File: src/rtl/fetch_unit_pkg.sv
// Shared types for the fetch stage: redirect type codes, FSM states, buffer depth and the
// branch-taken rule.
package fetch_unit_pkg;

   typedef enum logic [2:0] {
      JNop  = 3'b000,
      JBeq  = 3'b001,
      JJal  = 3'b010,
      JJr   = 3'b011,
      JJmp  = 3'b100,
      JBodd = 3'b101
   } redir_type_e;

   typedef enum logic [1:0] {
      StReq  = 2'b00,
      StWait = 2'b01,
      StFull = 2'b10
   } fetch_state_e;

   localparam int unsigned BufDepth = 2;

   function automatic logic redir_taken(logic [2:0] rtype, logic operands_eq, logic rs1_odd);
      logic tk;
      tk = 1'b0;
      case (rtype)
         JBeq:             tk = operands_eq;
         JBodd:            tk = rs1_odd;
         JJal, JJr, JJmp:  tk = 1'b1;
         default:          tk = 1'b0;
      endcase
      return tk;
   endfunction

endpackage

File: src/rtl/fetch_unit_if.sv
// Fetch-stage bus: imem request/response, instruction hand-off to decode and decode-side redirect.
// master = fetch unit, slave = the imem/decode environment around it.
interface fetch_unit_if #(
   parameter int unsigned DWIDTH = 32
);
   logic              imem_req_valid;
   logic              imem_req_ready;
   logic [DWIDTH-1:0] imem_req_addr;
   logic              imem_rsp_valid;
   logic [DWIDTH-1:0] imem_rsp_data;
   logic              instr_valid;
   logic              instr_ready;
   logic [DWIDTH-1:0] instr;
   logic [DWIDTH-1:0] instr_pc4;
   logic              redir_valid;
   logic [2:0]        redir_type;
   logic [DWIDTH-1:0] redir_pc4;
   logic [DWIDTH-1:0] redir_imm;
   logic [DWIDTH-1:0] redir_addr;
   logic [DWIDTH-1:0] redir_rs1;
   logic [DWIDTH-1:0] redir_rs2;

   modport master (
      output imem_req_valid, imem_req_addr, instr_valid, instr, instr_pc4,
      input  imem_req_ready, imem_rsp_valid, imem_rsp_data, instr_ready,
      input  redir_valid, redir_type, redir_pc4, redir_imm, redir_addr, redir_rs1, redir_rs2
   );

   modport slave (
      input  imem_req_valid, imem_req_addr, instr_valid, instr, instr_pc4,
      output imem_req_ready, imem_rsp_valid, imem_rsp_data, instr_ready,
      output redir_valid, redir_type, redir_pc4, redir_imm, redir_addr, redir_rs1, redir_rs2
   );
endinterface

File: src/rtl/fetch_unit_buf.sv
// Two-entry {instr, pc4} output FIFO; entry 0 is always the head so outputs come straight from
// registers. Flush wins over push/pop in the same cycle.
module fetch_unit_buf
   import fetch_unit_pkg::*;
#(
   parameter int unsigned DWIDTH = 32
) (
   input  logic              clk,
   input  logic              rst_n,
   input  logic              push,
   input  logic [DWIDTH-1:0] push_instr,
   input  logic [DWIDTH-1:0] push_pc4,
   input  logic              pop,
   input  logic              flush,
   output logic [DWIDTH-1:0] head_instr,
   output logic [DWIDTH-1:0] head_pc4,
   output logic              head_valid,
   output logic [1:0]        count
);

   logic [DWIDTH-1:0] instr_q [2];
   logic [DWIDTH-1:0] instr_d [2];
   logic [DWIDTH-1:0] pc4_q   [2];
   logic [DWIDTH-1:0] pc4_d   [2];
   logic [1:0]        count_q, count_d, base;
   logic              pop_ok, push_ok;

   always_comb begin
      instr_d = instr_q;
      pc4_d   = pc4_q;
      count_d = count_q;
      pop_ok  = pop & (count_q != 2'd0);
      push_ok = push & ((count_q != 2'(BufDepth)) | pop_ok);
      // Write slot is the occupancy left after this cycle's pop has shifted the head.
      base    = count_q - {1'b0, pop_ok};
      if (flush) begin
         count_d = '0;
      end else begin
         if (pop_ok) begin
            instr_d[0] = instr_q[1];
            pc4_d[0]   = pc4_q[1];
         end
         if (push_ok) begin
            instr_d[base[0]] = push_instr;
            pc4_d[base[0]]   = push_pc4;
         end
         count_d = base + {1'b0, push_ok};
      end
   end

   always_ff @(posedge clk or negedge rst_n) begin
      if (!rst_n) begin
         instr_q <= '{default: '0};
         pc4_q   <= '{default: '0};
         count_q <= '0;
      end else begin
         instr_q <= instr_d;
         pc4_q   <= pc4_d;
         count_q <= count_d;
      end
   end

   assign head_instr = instr_q[0];
   assign head_pc4   = pc4_q[0];
   assign head_valid = (count_q != 2'd0);
   assign count      = count_q;

endmodule

File: src/rtl/fetch_unit.sv
// Instruction-fetch stage: PC, single-outstanding imem request FSM, 2-entry decode buffer and
// redirect handling. Define FETCH_PERF_EN to add fetched/dropped/redirect counters.
module fetch_unit
   import fetch_unit_pkg::*;
#(
   parameter int unsigned       DWIDTH   = 32,
   parameter logic [DWIDTH-1:0] RESET_PC = '0
) (
   input  logic         clk,
   input  logic         rst_n,
   fetch_unit_if.master bus
`ifdef FETCH_PERF_EN
   ,
   output logic [31:0]  perf_fetched,
   output logic [31:0]  perf_dropped,
   output logic [31:0]  perf_redirects
`endif
);

   fetch_state_e      state_q, state_d;
   logic [DWIDTH-1:0] pc_q, pc_d, req_addr_q, target;
   logic              req_valid_q, drop_q, drop_d;
   logic              taken, req_fire, rsp_in, push, pop, slot_free;
   logic [1:0]        count, count_after;

   assign req_fire    = req_valid_q & bus.imem_req_ready;
   assign rsp_in      = (state_q == StWait) & bus.imem_rsp_valid;
   assign taken       = bus.redir_valid &
                        redir_taken(bus.redir_type, bus.redir_rs1 == bus.redir_rs2,
                                    bus.redir_rs1[0]);
   assign push        = rsp_in & ~drop_q & ~taken;
   assign pop         = bus.instr_valid & bus.instr_ready;
   assign count_after = count - {1'b0, pop} + {1'b0, push};
   assign slot_free   = (count_after < 2'(BufDepth));

   always_comb begin
      target = bus.redir_rs1;
      case (bus.redir_type)
         JBeq, JBodd: target = bus.redir_pc4 + (bus.redir_imm << 2);
         JJal, JJmp:  target = bus.redir_addr << 2;
         default:     target = bus.redir_rs1;
      endcase
   end

   always_comb begin
      state_d = state_q;
      pc_d    = pc_q;
      drop_d  = drop_q;
      if (taken) begin
         pc_d    = target;
         drop_d  = 1'b0;
         state_d = StReq;
         // An imem request still in flight must be absorbed before refetching at the target.
         if ((state_q == StWait && !bus.imem_rsp_valid) || req_fire) begin
            state_d = StWait;
            drop_d  = 1'b1;
         end
      end else begin
         case (state_q)
            StReq: begin
               if (req_fire) begin
                  state_d = StWait;
                  pc_d    = pc_q + DWIDTH'(4);
               end
            end
            StWait: begin
               if (bus.imem_rsp_valid) begin
                  drop_d  = 1'b0;
                  state_d = slot_free ? StReq : StFull;
               end
            end
            StFull: begin
               if (pop) state_d = StReq;
            end
            default: state_d = StReq;
         endcase
      end
   end

   always_ff @(posedge clk or negedge rst_n) begin
      if (!rst_n) begin
         state_q     <= StReq;
         pc_q        <= RESET_PC;
         drop_q      <= 1'b0;
         req_valid_q <= 1'b0;
         req_addr_q  <= '0;
      end else begin
         state_q     <= state_d;
         pc_q        <= pc_d;
         drop_q      <= drop_d;
         req_valid_q <= (state_d == StReq);
         if (state_d == StReq) req_addr_q <= pc_d;
      end
   end

   assign bus.imem_req_valid = req_valid_q;
   assign bus.imem_req_addr  = req_addr_q;

   // In WAIT, pc_q already holds the outstanding request address + 4.
   fetch_unit_buf #(
      .DWIDTH (DWIDTH)
   ) u_buf (
      .clk        (clk),
      .rst_n      (rst_n),
      .push       (push),
      .push_instr (bus.imem_rsp_data),
      .push_pc4   (pc_q),
      .pop        (pop),
      .flush      (taken),
      .head_instr (bus.instr),
      .head_pc4   (bus.instr_pc4),
      .head_valid (bus.instr_valid),
      .count      (count)
   );

`ifdef FETCH_PERF_EN
   logic [31:0] fetched_q, dropped_q, redirects_q, drop_inc;

   assign drop_inc = 32'(rsp_in & (drop_q | taken)) +
                     (taken ? 32'(count - {1'b0, pop}) : 32'd0);

   always_ff @(posedge clk or negedge rst_n) begin
      if (!rst_n) begin
         fetched_q   <= '0;
         dropped_q   <= '0;
         redirects_q <= '0;
      end else begin
         fetched_q   <= fetched_q + 32'(push);
         dropped_q   <= dropped_q + drop_inc;
         redirects_q <= redirects_q + 32'(taken);
      end
   end

   assign perf_fetched   = fetched_q;
   assign perf_dropped   = dropped_q;
   assign perf_redirects = redirects_q;
`endif

endmodule

File: src/flat_wrapper.sv
// flat-port wrapper written by rule: the top's interface ports become plain ports
module fetch_unit_flat import fetch_unit_pkg::*;
#(
   parameter int unsigned       DWIDTH   = 32,
   parameter logic [DWIDTH-1:0] RESET_PC = '0
)
  (clk, rst_n, bus_imem_req_valid, bus_imem_req_addr, bus_instr_valid, bus_instr, bus_instr_pc4, bus_imem_req_ready, bus_imem_rsp_valid, bus_imem_rsp_data, bus_instr_ready, bus_redir_valid, bus_redir_type, bus_redir_pc4, bus_redir_imm, bus_redir_addr, bus_redir_rs1, bus_redir_rs2);
  fetch_unit_if #(.DWIDTH(DWIDTH)) bus_i ();
  input  logic clk;
  input  logic rst_n;
  output wire logic [$bits(bus_i.imem_req_valid)-1:0] bus_imem_req_valid;
  output wire logic [$bits(bus_i.imem_req_addr)-1:0] bus_imem_req_addr;
  output wire logic [$bits(bus_i.instr_valid)-1:0] bus_instr_valid;
  output wire logic [$bits(bus_i.instr)-1:0] bus_instr;
  output wire logic [$bits(bus_i.instr_pc4)-1:0] bus_instr_pc4;
  input wire logic [$bits(bus_i.imem_req_ready)-1:0] bus_imem_req_ready;
  input wire logic [$bits(bus_i.imem_rsp_valid)-1:0] bus_imem_rsp_valid;
  input wire logic [$bits(bus_i.imem_rsp_data)-1:0] bus_imem_rsp_data;
  input wire logic [$bits(bus_i.instr_ready)-1:0] bus_instr_ready;
  input wire logic [$bits(bus_i.redir_valid)-1:0] bus_redir_valid;
  input wire logic [$bits(bus_i.redir_type)-1:0] bus_redir_type;
  input wire logic [$bits(bus_i.redir_pc4)-1:0] bus_redir_pc4;
  input wire logic [$bits(bus_i.redir_imm)-1:0] bus_redir_imm;
  input wire logic [$bits(bus_i.redir_addr)-1:0] bus_redir_addr;
  input wire logic [$bits(bus_i.redir_rs1)-1:0] bus_redir_rs1;
  input wire logic [$bits(bus_i.redir_rs2)-1:0] bus_redir_rs2;
  assign bus_imem_req_valid = bus_i.imem_req_valid;
  assign bus_imem_req_addr = bus_i.imem_req_addr;
  assign bus_instr_valid = bus_i.instr_valid;
  assign bus_instr = bus_i.instr;
  assign bus_instr_pc4 = bus_i.instr_pc4;
  assign bus_i.imem_req_ready = bus_imem_req_ready;
  assign bus_i.imem_rsp_valid = bus_imem_rsp_valid;
  assign bus_i.imem_rsp_data = bus_imem_rsp_data;
  assign bus_i.instr_ready = bus_instr_ready;
  assign bus_i.redir_valid = bus_redir_valid;
  assign bus_i.redir_type = bus_redir_type;
  assign bus_i.redir_pc4 = bus_redir_pc4;
  assign bus_i.redir_imm = bus_redir_imm;
  assign bus_i.redir_addr = bus_redir_addr;
  assign bus_i.redir_rs1 = bus_redir_rs1;
  assign bus_i.redir_rs2 = bus_redir_rs2;
  fetch_unit #(.DWIDTH(DWIDTH), .RESET_PC(RESET_PC)) u_core (.clk(clk), .rst_n(rst_n), .bus(bus_i));
endmodule
File: config.mk
export PLATFORM = sky130hd
export DESIGN_NAME = fetch_unit_flat
export DESIGN_NICKNAME = d
export VERILOG_FILES = /design/src/rtl/fetch_unit_pkg.sv /design/src/rtl/fetch_unit_if.sv /design/src/rtl/fetch_unit_buf.sv /design/src/rtl/fetch_unit.sv /design/src/flat_wrapper.sv
export SDC_FILE = /design/constraint.sdc
export NUM_CORES = 1
export LEC_CHECK = 0
export BUFFER_PORTS_ARGS = -buffer_cell sky130_fd_sc_hd__clkbuf_2
export CAP_MARGIN = 20
export CORE_MARGIN = 2
export CORE_UTILIZATION = 40
export DETAILED_ROUTE_END_ITERATION = 16
export SLEW_MARGIN = 5
export SYNTH_ARGS = -nofsm -noshare
export SYNTH_HDL_FRONTEND = slang
export SYNTH_SLANG_ARGS = --single-unit
File: constraint.sdc
create_clock -name clk -period 3.9 [get_ports clk]
set_input_delay 0 -clock clk [delete_from_list [all_inputs] [get_ports clk]]
set_output_delay 0 -clock clk [all_outputs]
set_load 0.01 [all_outputs]
# Word-level counts from Yosys, hierarchy flattened
# Cells that the tools add are included.
[totals]
output_inout_bits = 98
elab_cells = 81
register_bits = 198
[classes]
n_addsub = 6
magnitude_cmp = 3
n_mux = 27
eq_ne = 9
reduce_logical = 14
n_bitwise = 12
[op_table]
columns = ["cell", "count"]
rows = [
  ["2-to-1 mux 32 bit", 8],
  ["bitwise mux 64 bit", 2],
  ["2-to-1 mux 64 bit", 2],
  ["one-hot mux 32 bit (2 select lines)", 1],
  ["adder 32 x 3 -> 32 bit, second input constant", 1],
  ["adder 32 bit", 1],
  ["demux 32 bit (select 1 bit)", 1],
  ["== test 32 bit", 1],
  ["2-to-1 mux 2 bit", 6],
  ["AND 1 bit", 8],
  ["== test 3 x 2 -> 1 bit, second input constant", 2],
  ["== test 3 bit, second input constant", 2],
  ["one-hot mux 2 bit (3 select lines)", 1],
  ["nonzero test 2 bit", 3],
  ["2-to-1 mux 1 bit", 5],
  ["adder 2 x 1 -> 2 bit", 2],
  ["zero test 2 bit", 2],
  ["AND reduction 2 bit", 2],
  ["OR reduction 2 bit", 2],
  ["subtractor 2 x 1 -> 2 bit", 2],
  ["== test 3 x 1 -> 1 bit, second input constant", 1],
  ["one-hot mux 1 bit (3 select lines)", 1],
  ["OR reduction 3 bit", 1],
  ["== test 2 x 1 -> 1 bit, second input constant", 1],
  ["other kinds (11)", 13],
]

# Longest topological paths before layout
# Gate-level depths: netlist of the first run.
[depth]
word_depth = 13
ltp_mapped = 17

# By module
# A second synthesis of the first run with hierarchy kept.
[hier_totals]
hier_cells = 1198
hier_area_um2 = 12449.4
[by_module_without_submodules]
columns = ["mod", "area_each_um2", "instances", "cells_each", "seq_area_each_um2"]
rows = [
  ["fetch_unit_buf", 6673.9, 1, 534, 3253.1],
  ["fetch_unit", 5775.5, 1, 664, 1701.6],
]

# Worst setup path after synthesis of the first run
# Ideal clock, no wire load.
[synth_timing]
path_type = "input to register"
from = "in bus_redir_type[1]"
to = "reg u_core.req_addr_q[12], in the netlist u_core.bus.imem_req_addr[12]"
slack_ns = 0.924
t_arrival_ns = 2.851
cell_stages = 16
setup_ns = 0.125
t_required_ns = 3.775
n_path_buf = 3
path_cell_list = "nand2b_1 -> clkbuf_1 -> nor4b_1 -> nand4_1 -> nand2_1 -> clkbuf_1 -> or3_1 -> ha_1 -> nor2_1 -> xnor2_1 -> o32ai_1 -> and3_1 -> or2_2 -> clkinv_2 -> buf_4 -> mux2_2"
[synth_via]
elab_chain_cells = 13
[synth_rtl]
columns = ["element", "line_no", "source"]
rows = [
  ["from (decl)", "flat_wrapper.sv:21", "input wire logic [$bits(bus_i.redir_type)-1:0] bus_redir_type;"],
  ["== test 3 x 2 -> 1 bit / == test 3 bit (equally long branches)", "fetch_unit_pkg.sv:25", "case (rtype)"],
  ["OR reduction 3 bit", "fetch_unit_pkg.sv:25", ""],
  ["one-hot mux 1 bit (3 select lines) *", "fetch_unit_pkg.sv:25", ""],
  ["AND 1 bit *", "fetch_unit.sv:28", "assign taken = bus.redir_valid &"],
  ["NOT 1 bit (no line)", "-", ""],
  ["AND 1 bit", "fetch_unit.sv:31", "assign push = rsp_in & ~drop_q & ~taken;"],
  ["adder 2 x 1 -> 2 bit", "fetch_unit.sv:33", "assign count_after = count - {1'b0, pop} + {1'b0, push};"],
  ["less-than comparator 2 bit", "fetch_unit.sv:34", "assign slot_free = (count_after < 2'(BufDepth));"],
  ["2-to-1 mux 2 bit", "fetch_unit.sv:69", "state_d = slot_free ? StReq : StFull;"],
  ["2-to-1 mux 2 bit", "fetch_unit.sv:67", "if (bus.imem_rsp_valid) begin"],
  ["one-hot mux 2 bit (3 select lines)", "fetch_unit.sv:59", "case (state_q)"],
  ["2-to-1 mux 2 bit *", "fetch_unit.sv:49", "if (taken) begin"],
  ["net u_core.state_d[1]", "fetch_unit.sv:20", "fetch_state_e state_q, state_d;"],
  ["zero test 2 bit *", "fetch_unit.sv:92", "if (state_d == StReq) req_addr_q <= pc_d;"],
  ["to (signal assigned)", "fetch_unit.sv:92", ""],
  ["to (decl)", "fetch_unit.sv:21", "logic [DWIDTH-1:0] pc_q, pc_d, req_addr_q, target;"],
]
# Mark *: on every way through the listed nets, which the timed path passes. The rest lies on a longest branch.
# A chain may end at the register's enable or synchronous reset.

# Worst setup path after layout of the first run
[layout_timing]
from = "reg u_core.u_buf.count_q[1], in the netlist u_core.u_buf.count[1]"
to = "reg u_core.u_buf.pc4_q, in the netlist u_core.u_buf.head_pc4[7]"
[layout_via]
elab_chain_cells = 11
[layout_rtl]
columns = ["element", "line_no", "source"]
rows = [
  ["from (decl)", "fetch_unit_buf.sv:25", "logic [1:0] count_q, count_d, base;"],
  ["from (signal assigned)", "fetch_unit_buf.sv:59", "count_q <= count_d;"],
  ["nonzero test 2 bit", "fetch_unit_buf.sv:32, fetch_unit_buf.sv:65", ""],
  ["AND 1 bit", "fetch_unit.sv:32", "assign pop = bus.instr_valid & bus.instr_ready;"],
  ["AND 1 bit", "fetch_unit_buf.sv:32", "pop_ok = pop & (count_q != 2'd0);"],
  ["subtractor 2 x 1 -> 2 bit", "fetch_unit_buf.sv:35", "base = count_q - {1'b0, pop_ok};"],
  ["NOT 1 -> 2 bit (not written as such)", "fetch_unit_buf.sv:45", "pc4_d[base[0]] = push_pc4;"],
  ["greater-or-equal comparator 2 bit (not written as such) / less-than comparator 2 x 1 -> 1 bit (equally long branches)", "fetch_unit_buf.sv:45", ""],
  ["logical AND 1 bit (not written as such)", "fetch_unit_buf.sv:45", ""],
  ["2-to-1 mux 32 bit (not written as such)", "fetch_unit_buf.sv:45", ""],
  ["demux 32 bit (select 1 bit)", "fetch_unit_buf.sv:45", ""],
  ["bitwise mux 64 bit", "fetch_unit_buf.sv:45", ""],
  ["2-to-1 mux 64 bit *", "fetch_unit_buf.sv:43", "if (push_ok) begin"],
  ["to (signal assigned)", "fetch_unit_buf.sv:58", "pc4_q <= pc4_d;"],
  ["to (decl)", "fetch_unit_buf.sv:23", "logic [DWIDTH-1:0] pc4_q [2];"],
]
# Every way passes the cells marked *; elsewhere a longest branch is shown, timed or not. The select of a mux whose other input is x is not followed.

==> impl_metrics.json, run 1 <==
{
  "chipWidth_microns": 174.4,
  "antenna_left": 0,
  "drt-initial-drc-count": 742,
  "dieArea_sq_um": 30410,
  "synth_seq_area_share_pct": 42.67,
  "layout_commonest_cell": "clkbuf_2",
  "drc": 0,
  "setup_tns_ns": 0,
  "fin_cells": 1816,
  "grt_start_max_net_pins": 105,
  "r2r_start": "u_core.u_buf.count[1]",
  "p_per_area_nw_per_um2": 657.0,
  "grt_overflow": 0,
  "slowest_stage": "buf_4",
  "tightest_slew_ns": 0.8422,
  "vias_per_cell": 5.537,
  "start_kind": "register",
  "ctsHtreeMaxLevel": 4,
  "slowest_delay_ns": 0.55,
  "dp.cells": 1745,
  "num_rows": 62,
  "grt_pass1_vias": 9826,
  "crit_arrival_ns": 3.47,
  "num_vias": 10060,
  "hold_ws_ns": 0.02466,
  "postCtsSetupRepairBufs": 0,
  "ys_seq_elements": 198,
  "coreArea_sq_um": 28630,
  "dpl.hpwl_mm": 27.53,
  "clkLatencyLatePin_ns": 0.44,
  "worstPathMaxFanout": 42,
  "grtUsageTotal_pct": 24.02,
  "end_kind": "register",
  "hold_class": "primary input to register",
  "crit_required_ns": 4.25,
  "grt_pass1_wl_mm": 56.40,
  "syn_nets": 1420,
  "maxCapViolCount": 0,
  "diodes": 0,
  "cts_buffer_depth": 2,
  "min_period_ns": 3.117,
  "worstHoldStart": "bus_redir_addr[22]",
  "startpoint": "u_core.u_buf.count[1]",
  "avgSynthCellArea_sq_um": 9.799,
  "syn_area_sq_um": 11610,
  "initial_core_util_pct": 40.57,
  "port_buffers": 294,
  "status": "finished clean",
  "rsz0062_at_grt": "no",
  "report.final.slew_viol_count": 0,
  "detailedPlace.worstSlack_ns": 0.5835,
  "vdd_ir_drop_max_mv": 0.2929,
  "maxSlewHeadroom_pct": 42.40,
  "place_congestion": 0.9179,
  "drive_gt1_share_pct": 29.40,
  "cts_buffers": 17,
  "finalHoldViolations": 0,
  "cts_root_buffer": "clkbuf_16",
  "area_delta_synth_final_pct": 20.72,
  "wl_per_cell_microns": 20.42,
  "final_cell_mix": "293 x clkbuf_2, 198 x dfrtp_1, 106 x a21oi_1, 100 x nor2_1, 64 x o22ai_1",
  "path_class": "register to register",
  "synth_edf_count": 0,
  "synthFlopType": "dfrtp_1",
  "fin_ws_ns": 0.7833,
  "fin_util_pct": 48.97,
  "clkSinkCount": 198,
  "synth-async-reset-ratio_pct": 100.0,
  "wirelength_mm": 37.09,
  "maxClockFrequency_ghz": 0.3209,
  "ys_warn_count": 0,
  "drtPass1Iterations": 4,
  "finalSetupViolations": 0,
  "syn_inst": 1185,
  "pin_count": 299,
  "die_h_microns": 174.4,
  "cts_tree": "yes",
  "finClkSkew_ns": 0.01713,
  "clk_pin_slew_ns": 0.09,
  "antenna_found_initial": 1,
  "worstPathCellList": "or2_1, and2_1, ha_1, inv_1, nor4_1, o21a_2, buf_4, nor2_1, a21oi_1",
  "ys_types": 70,
  "leakage_nw": 6.330,
  "post-route-period-util_pct": 79.91,
  "final_net_count": 1654
}
==> cells in the mapped netlist (all sizes together) (2+ instances only) <==
| cell type | number | share of area, % |
|---|---|---|
| a211o | 6 | 0.45 |
| o211ai | 5 | 0.32 |
| a31oi | 10 | 0.54 |
| xnor2 | 49 | 3.7 |
| nor4 | 8 | 0.48 |
| a221oi | 8 | 0.66 |
| nand2b | 4 | 0.22 |
| o21bai | 4 | 0.26 |
| a22oi | 16 | 1.1 |
| mux2i | 11 | 0.95 |
| buf | 83 | 5.1 |
| nand3 | 25 | 1.1 |
| a32oi | 3 | 0.23 |
| nor3 | 20 | 0.86 |
| dfrtp | 198 | 43 |
| o21a | 7 | 0.45 |
| and4 | 4 | 0.30 |
| and3 | 26 | 1.4 |
| nand2 | 47 | 1.5 |
| or3 | 4 | 0.22 |
| ha | 33 | 3.6 |
| o22ai | 64 | 3.4 |
| a22o | 4 | 0.30 |
| a211oi | 17 | 1.1 |
| a2111oi | 3 | 0.23 |
| a221o | 2 | 0.17 |
| mux2 | 98 | 9.5 |
| or2 | 5 | 0.27 |
| nor2b | 5 | 0.27 |
| nand4 | 28 | 1.5 |
| o311ai | 2 | 0.15 |
| o31ai | 3 | 0.24 |
| o221ai | 2 | 0.15 |
| inv | 20 | 0.65 |
| nor2 | 100 | 3.2 |
| a21oi | 107 | 4.6 |
| nor3b | 5 | 0.32 |
| clkbuf | 58 | 1.9 |
| and2 | 5 | 0.27 |
| xor2 | 27 | 2.0 |
| a21boi | 4 | 0.26 |
| a21o | 15 | 0.97 |
| o21ai | 24 | 1.0 |
==> final timing paths <==
kind / depth (start not counted) / slack [ns] / to
setup reg to reg: 9 / 0.78 / u_core.u_buf.head_pc4[7]
hold reg to reg: 1 / 0.50 / register
setup / recovery: 9 / 0.78 / u_core.u_buf.head_pc4[7]
max in group asynchronous: 3 / 2.66 / asynchronous set/reset pin
min in group asynchronous: 2 / 0.25 / u_core.u_buf.head_instr[28]
hold / removal: 3 / 0.02 / u_core.pc_q[24]
==> report_power, final <==
part / switching, mW / internal [mW]
clock: 0.944 / 0.900
sequential: 0.631 / 3.03
combinational: 2.00 / 1.71
total: 3.58 / 5.63
==> routing by layer <==
layer / up-vias / wire length, microns / track usage, % / share of wire [%]
met5: - / 13 / 0 / 0.035
met4: 2 / 896 / 7.423 / 2.4
met3: 41 / 2492 / 4.703 / 6.7
met2: 384 / 16970 / 38.24 / 46
met1: 4887 / 16710 / 33.07 / 45
li1: 4741 / - / - / -
==> stage by stage <==
| step | power (mW) | area, sq um |
|---|---|---|
| after CTS | 9.292 | 14020 |
| after global routing | 9.828 | 14020 |
| after detailed placement | 7.394 | 12990 |
| after floorplan | 6.368 | 11610 |
| final | 9.211 | 14020 |
| after global placement | 7.296 | 12990 |
==> kinds of logic after synthesis <==
| logic type | Yosys count | synth area share [%] |
|---|---|---|
| xor+xnor | 76 | 5.732 |
| buf+inv | 162 | 7.682 |
| fa+ha+maj | 34 | 3.728 |
| mux | 109 | 10.45 |
| flops | 198 | 42.67 |
| compound gates | 316 | 17.49 |
| simple gates | 290 | 12.25 |
==> repair_timing <==
item | 4_1_cts | 5_1_grt
hold buffers | 39 | 0
gates resized for setup | 0 | 0
hold endpoints to repair | 174 | 0
==> critical path, delay by kind of cell (launching register included) <==
family	cells	cell delay (ns)
AOI/OAI and AO/OA	2	0.67
and+or+nand+nor	4	1.00
adders and majority gates	1	0.30
buffers and inverters	2	0.62
DFF	1	0.43
==> cell type report <==
cell class	instances	area, sq um
multi-input combinational	825	5786
clock buffer	17	425.4
inverter	21	80.08
clock inverter	15	211.5
tap	384	480.5
sequential	198	4955
timing repair buffer	356	2081
fill	2712	14610
(Power assumes the default switching activity.)
==> inputs of run 2 (changes only) <==
--- a/config.mk
+++ b/config.mk
@@ -5,6 +5,7 @@
 export SDC_FILE = /design/constraint.sdc
 export NUM_CORES = 1
 export LEC_CHECK = 0
+export ABC_AREA = 1
 export BUFFER_PORTS_ARGS = -buffer_cell sky130_fd_sc_hd__clkbuf_2
 export CAP_MARGIN = 20
 export CORE_MARGIN = 2
==> constraint.sdc (replaced) <==
create_clock -name clk -period 2.6 [get_ports clk]
set_input_delay 0 -clock clk [delete_from_list [all_inputs] [get_ports clk]]
set_output_delay 0 -clock clk [all_outputs]
set_load 0.01 [all_outputs]
==> run 2 against run 1 <==
Effect of this change: critical path type is now primary input to register; hold slack worse by 0.028 ns; first-iteration DRC count is 34% higher; flip-flop and latch count stayed put; clock-buffer cell count is 2 higher; design area is 26% higher; sequential power is 51% higher; non-clock buffer count is 38 higher; clock skew is 0.0023 ns lower; critical endpoint is now u_core.bus.imem_req_addr[5]; total power is 89% higher; sequential share of layout area is 7.3 points lower; the flow now finishes with violations (negative hold slack); setup slack worse by 0.61 ns; area after synthesis is 29% higher.
==> impl_metrics.json, run 2 <==
{
  "status": "finished, violations left",
  "violations": "negative hold slack",
  "initial_core_util_pct": 40.70,
  "crit_top_cell": "nand2_1",
  "wirelength_mm": 51.95,
  "syn_inst": 2412,
  "tightest_slew_ns": 0.8679,
  "die_h_microns": 197.2,
  "wl_per_cell_microns": 16.57,
  "area_delta_synth_final_pct": 18.15,
  "cts_buffer_depth": 2,
  "yosysMostFrequentCell": "nand2_1",
  "grt_pass1_vias": 15100,
  "final_net_count": 2890,
  "p_comb_share_pct": 52.7,
  "finalHoldViolations": 1,
  "num_rows": 70,
  "vdd_ir_drop_max_mv": 0.4731,
  "synthFlopType": "dfrtp_1",
  "worstPathMaxFanout": 10,
  "yosys-top-cells-area": "dfrtp_1 33%, nand2_1 29%, inv_1 6.6%, buf_4 3.8%, o21ai_0 3.7%",
  "vias_per_cell": 5.023,
  "place_congestion": 0.9778,
  "dp.cells": 3059,
  "hold_class": "primary input to register",
  "pin_count": 299,
  "path_class": "primary input to register",
  "chipWidth_microns": 197.2,
  "syn_area_sq_um": 14930,
  "synth_xor_area_share_pct": 2.404,
  "maxCapViolCount": 0,
  "seq_power_share_pct": 31.8,
  "maxSlewHeadroom_pct": 42.14,
  "worstPathCellList": "dlygate4sd3_1, clkbuf_2, xnor2_2, nand3_1, nor2_2, nand3_2, nand2_4, nand2_4, nand2_1, ha_1, nor2_1, xor2_1, o21ai_0, inv_1, nor2_1, nand2_2, nand3_4, inv_2, buf_4, nand2_1, nand2_1",
  "maxUsedRoutingLayer": "met4",
  "switching_share_pct": 47.67,
  "coreArea_sq_um": 36700,
  "diodes": 0,
  "p_int_mw": 9.121,
  "synth_commonest_cells": "1154 x nand2_1, 262 x inv_1, 198 x dfrtp_1, 117 x nor2_1, 109 x o21ai_0",
  "end_kind": "register",
  "clock_power_share_pct": 15.5,
  "dpl.hpwl_mm": 39.05,
  "ys_types": 39,
  "drt-initial-drc-count": 995,
  "drtPass1Iterations": 5,
  "clkSinkCount": 198,
  "synth_edf_count": 0,
  "wl_met2_mm": 24.36,
  "cts_tree": "yes",
  "maxClockFrequency_ghz": 0.4127,
  "port_buffers": 294,
  "crit_required_ns": 2.93,
  "fin_util_pct": 48.08,
  "ys_warn_count": 0,
  "report.final.slew_viol_count": 0,
  "dieArea_sq_um": 38900,
  "avgSynthCellArea_sq_um": 6.192,
  "grt_overflow": 0,
  "dr_wl_met3_mm": 2.502,
  "final_cell_mix": "1152 x nand2_1, 293 x clkbuf_2, 261 x inv_1, 198 x dfrtp_1, 115 x nor2_1",
  "finClkSkew_ns": 0.01482,
  "rsz0062_at_grt": "no",
  "post-route-period-util_pct": 93.19,
  "num_vias": 15750,
  "min_period_ns": 2.423,
  "muxShareOfSynthArea_pct": 0,
  "antenna_found_initial": 0,
  "slowest_stage": "dlygate4sd3_1",
  "synth-async-reset-ratio_pct": 100.0,
  "grtUsageTotal_pct": 27.01,
  "finalSetupViolations": 0,
  "num-fill-cells": 3834,
  "drc": 0,
  "ys_seq_elements": 198,
  "yosys.area_share.simple_pct": 40.23,
  "cts_buffers": 17,
  "crit_arrival_ns": 2.75,
  "syn_nets": 2647,
  "clk_pin_slew_ns": 0.08,
  "leakage_nw": 9.997,
  "p_switching_mw": 8.309,
  "drive_gt1_share_pct": 15.44,
  "postCtsSetupRepairBufs": 0,
  "fin_cells": 3136,
  "synth_seq_area_share_pct": 33.18,
  "p_per_area_nw_per_um2": 987.9,
  "slowest_delay_ns": 0.53,
  "synth_compound_area_share_pct": 7.884,
  "antenna_left": 0,
  "wl_met1_mm": 24.01,
  "start_kind": "primary input",
  "grt_start_max_net_pins": 131,
  "clkLatencyLatePin_ns": 0.45,
  "synthAdderAreaFrac_pct": 2.899,
  "yosysTopAreaCell": "dfrtp_1",
  "grt_pass1_wl_mm": 82.30,
  "cts_root_buffer": "clkbuf_16",
  "synth_top_area_share_pct": 33.18,
  "layout_commonest_cell": "nand2_1",
  "synth_top_family_by_area": "simple AND/OR/NAND/NOR gates",
  "ctsHtreeMaxLevel": 4,
  "hold_ws_ns": -0.003778
}
[run 2: what timing repair did]
item,in CTS,in global routing
endpoints found under the setup margin,0,29
gates resized for setup,0,7
hold endpoints to repair,126,0
hold buffers,45,0
[run 2: through the flow]
| stage | power (mW) | area (sq um) | setup WS [ns] | setup TNS, ns |
|---|---|---|---|---|
| 2_1_floorplan | 11.99 | 14950 | 0.02859 | 0 |
| 3_3_place_gp | 14.42 | 16570 | 0.008345 | 0 |
| 3_5_place_dp | 14.67 | 16570 | -0.01451 | -0.05213 |
| 4_1_cts | 17.50 | 17610 | 0.1076 | 0 |
| 5_1_grt | 19.05 | 17640 | 0.0002367 | 0 |
| 6_report | 17.43 | 17640 | 0.1771 | 0 |
[run 2: area by class of cell]
class	instances	area [sq um]	share of cell area, %
Clock buffer	19	432.9	2.454
Tap cell	468	585.6	3.319
Clock inverter	13	157.7	0.8935
Inverter	266	1001	5.673
Sequential cell	198	4955	28.08
Timing Repair Buffer	394	2472	14.01
Multi-Input combinational cell	1778	8040	45.57
[run 2: critical path: cells and delay by family]
kind / cells / cell delay (ns)
and+or+nand+nor: 12 / 1.12
buffers and inverters: 5 / 1.00
adders and majority gates: 1 / 0.22
xor gates and xnor gates: 2 / 0.26
AOI/OAI and AO/OA: 1 / 0.15
[run 2: cell families after synthesis]
logic type	after synthesis
and+or+nand+nor	1478
xor gates and xnor gates	41
AOI/OAI and AO/OA	225
DFF	198
buffers and inverters	436
adders and majority gates	34
[run 2: power by group through the flow]
| stage | combinational (mW) | sequential, mW | clock, mW |
|---|---|---|---|
| floorplan | 6.64 | 5.35 | 0 |
| global placement | 8.88 | 5.54 | 0 |
| detailed placement | 9.10 | 5.56 | 0 |
| CTS | 9.20 | 5.53 | 2.77 |
| global route | 10.5 | 5.69 | 2.89 |
| finish | 9.19 | 5.54 | 2.70 |
[run 2: path summary, 6_finish.rpt]
check / startpoint / end / slack, ns / cells past startpoint
max: bus_redir_rs1[17] / u_core.bus.imem_req_addr[5] / 0.18 / 21
min: bus_imem_rsp_valid / u_core.drop_q / -0.004 / 4
min reg2reg: u_core.bus.imem_req_addr[17] / u_core.bus.imem_req_addr[17] / 0.49 / 2
min in group asynchronous: rst_n / asynchronous set/reset pin / 0.14 / 2
max reg2reg: u_core.u_buf.count[1] / u_core.bus.imem_req_addr[5] / 0.18 / 15
max in group asynchronous: rst_n / u_core.u_buf.head_instr[11] / 1.58 / 3
[run 2: routing by layer]
metal / vias up / track usage, %
met1: 7275 / 36.68
met2: 519 / 45.81
met3: 58 / 2.851
met5: - / 0
li1: 7899 / -
met4: 0 / 7.185
==> inputs of run 3 (changes only) <==
--- a/config.mk
+++ b/config.mk
@@ -5,12 +5,12 @@
 export SDC_FILE = /design/constraint.sdc
 export NUM_CORES = 1
 export LEC_CHECK = 0
-export ABC_AREA = 1
 export BUFFER_PORTS_ARGS = -buffer_cell sky130_fd_sc_hd__clkbuf_2
 export CAP_MARGIN = 20
 export CORE_MARGIN = 2
 export CORE_UTILIZATION = 40
 export DETAILED_ROUTE_END_ITERATION = 16
+export PLACE_DENSITY = 0.66
 export SLEW_MARGIN = 5
 export SYNTH_ARGS = -nofsm -noshare
 export SYNTH_HDL_FRONTEND = slang
==> run 3 against run 2 <==
Effect of this change: flip-flop and latch count unchanged; largest power group unchanged; setup slack got worse by 0.18 ns; clock power decreased by 4%; the flow now finishes without violations.
==> impl_metrics.json, run 3 (synthesis gave the netlist of run 1 again) <==
{
  "grt_overflow": 0,
  "fin_ws_ns": 0.0005571,
  "post-route-period-util_pct": 99.98,
  "worstPathCellList": "inv_2, nand3_2, or3_1, ha_1, nor2_1, xnor2_1, o32ai_1, and3_1, or2_4, clkinv_8, buf_4, mux2_4",
  "status": "finished clean",
  "crit_required_ns": 2.92,
  "dieArea_sq_um": 30410,
  "clk_pin_slew_ns": 0.08,
  "final_net_count": 1752,
  "port_buffers": 294,
  "drtPass1Iterations": 5,
  "crit_family": "simple AND/OR/NAND/NOR gates",
  "detailedPlace.worstSlack_ns": -0.3687,
  "rsz0062_at_grt": "yes",
  "worst-path-buf-inv": 3,
  "cts_tree": "yes",
  "slowest_delay_ns": 0.40,
  "tightest_slew_ns": 0.6666,
  "antenna_left": 0,
  "finalSetupViolations": 0,
  "grt_pass1_vias": 10430,
  "r2r_slack_ns": 0.0006,
  "cts_buffers": 17,
  "holdPathEnd": "u_core.pc_q[24]",
  "clkLatencyLatePin_ns": 0.44,
  "drt-initial-drc-count": 610,
  "cts_buffer_depth": 2,
  "seq_power_share_pct": 37.5,
  "path_class": "register to register",
  "slowest_stage": "dfrtp_1",
  "place_area_sq_um": 13920,
  "finClkSkew_ns": 0.01851,
  "layout_commonest_cell": "clkbuf_2",
  "end_kind": "register",
  "report.final.slew_viol_count": 0,
  "p_switching_mw": 5.444,
  "final_cell_mix": "293 x clkbuf_2, 198 x dfrtp_1, 106 x a21oi_1, 106 x buf_4, 100 x nor2_1",
  "maxCapViolCount": 0,
  "r2r_end": "u_core.bus.imem_req_addr[15]",
  "worstHoldStart": "bus_redir_addr[22]",
  "crit_arrival_ns": 2.92,
  "diodes": 0,
  "maxClockFrequency_ghz": 0.3847,
  "clkSinkCount": 198,
  "dp.cells": 1837,
  "grtUsageMet1_pct": 32.51,
  "fin_cells": 1914,
  "ff2ff_path_depth": 12,
  "p_int_mw": 9.262,
  "pin_count": 299,
  "drc": 0,
  "wirelength_mm": 37.05,
  "leakage_nw": 7.007,
  "grt_start_max_net_pins": 65,
  "ctsHtreeMaxLevel": 4,
  "coreArea_sq_um": 28630,
  "area_delta_synth_final_pct": 29.79,
  "top_usage_layer": "met2",
  "p_comb_share_pct": 44.8,
  "antenna_found_initial": 0,
  "hold_class": "primary input to register",
  "finalHoldViolations": 0,
  "worstPathMaxFanout": 8,
  "drive_gt1_share_pct": 35.29,
  "wl_per_cell_microns": 19.36,
  "chipWidth_microns": 174.4,
  "fin_util_pct": 52.65,
  "num_rows": 62,
  "grtUsageMet3_pct": 4.178,
  "r2r_start": "u_core.state_q[1]",
  "dpl.hpwl_mm": 28.61,
  "clock_power_share_pct": 17.7,
  "use_met2_pct": 40.64,
  "final_area_sq_um": 15070,
  "die_h_microns": 174.4,
  "grt_pass1_wl_mm": 57.94,
  "vias_per_cell": 5.449,
  "num_vias": 10430,
  "start_kind": "register",
  "initial_core_util_pct": 40.57,
  "cts_root_buffer": "clkbuf_16",
  "maxSlewHeadroom_pct": 55.15,
  "vdd_ir_drop_max_mv": 0.3869,
  "min_period_ns": 2.599,
  "place_congestion": 0.9815,
  "grtUsageTotal_pct": 24.40,
  "hold_ws_ns": 0.03457,
  "whs_path_depth": 3,
  "switching_share_pct": 37.02,
  "p_per_area_nw_per_um2": 975.7
}
run 3: cell count changes in the layout (fill, tap and decap cells not counted), moves of 69 or more:
cell | previous run | this run
o21ai_1 | 73 | 4
inv_1 | 261 | 19
a21oi_1 | 25 | 106
o21ai_0 | 109 | 20
nand2_1 | 1152 | 45
run 3: how the worst max path moves through the flow:
stage | from | to | slack, ns | cells past startpoint
final | u_core.state_q[1] | u_core.bus.imem_req_addr[15] | 0.0006 | 12
after detailed placement | bus_redir_rs1[2] | u_core.bus.imem_req_addr[31] | -0.37 | 17
after global routing | u_core.state_q[1] | u_core.bus.imem_req_addr[2] | -0.08 | 12
after global placement | bus_redir_rs1[2] | u_core.bus.imem_req_addr[31] | -0.35 | 17
after floorplan | bus_redir_rs1[18] | u_core.bus.imem_req_addr[10] | -0.06 | 16
after CTS | u_core.state_q[1] | u_core.bus.imem_req_addr[31] | -0.01 | 12
run 3: layer usage:
layer / vias to the layer above / routed length, microns / part of all wire, %
li1: 4935 / - / -
met1: 5009 / 16160 / 44
met2: 433 / 17490 / 47
met3: 53 / 2452 / 6.6
met4: 0 / 944 / 2.5
met5: - / 0 / 0
run 3: metrics by stage:
| stage | setup TNS [ns] | total power, mW |
|---|---|---|
| after CTS | -0.01271 | 14.65 |
| final | 0 | 14.71 |
| after global routing | -1.723 | 15.67 |
| after global placement | -9.719 | 11.67 |
| after detailed placement | -10.67 | 11.87 |
| after floorplan | -1.645 | 9.924 |
run 3: power groups by stage:
| stage | clock network (mW) | logic (mW) | registers [mW] |
|---|---|---|---|
| 2_1_floorplan | 0 | 4.54 | 5.38 |
| 3_3_place_gp | 0 | 6.18 | 5.49 |
| 3_5_place_dp | 0 | 6.33 | 5.55 |
| 4_1_cts | 2.66 | 6.48 | 5.51 |
| 5_1_grt | 2.80 | 7.18 | 5.69 |
| 6_report | 2.60 | 6.59 | 5.52 |
run 3: area by class of cell:
type	count	area, sq um
timing repair buffer	454	2937
multi-input combinational	825	6033
fill	2591	13550
tap	384	480.5
sequential	198	4955
clock inverter	10	111.4
clock buffer	22	464.2
inverter	21	91.34
run 3: what timing repair did:
item                                   CTS  global route
hold buffers                            39             0
resized for setup                       14            11
endpoints found under the hold margin  132             0
setup endpoints to repair               53            92
pin swaps                                2             5
cloned                                   0             1
setup buffers                            3             2
run 3: tightest hold or removal path, cell delays in order:
cell	delay, ns
clkbuf_2	0.10
a221oi_1	0.10
a31oi_1	0.23
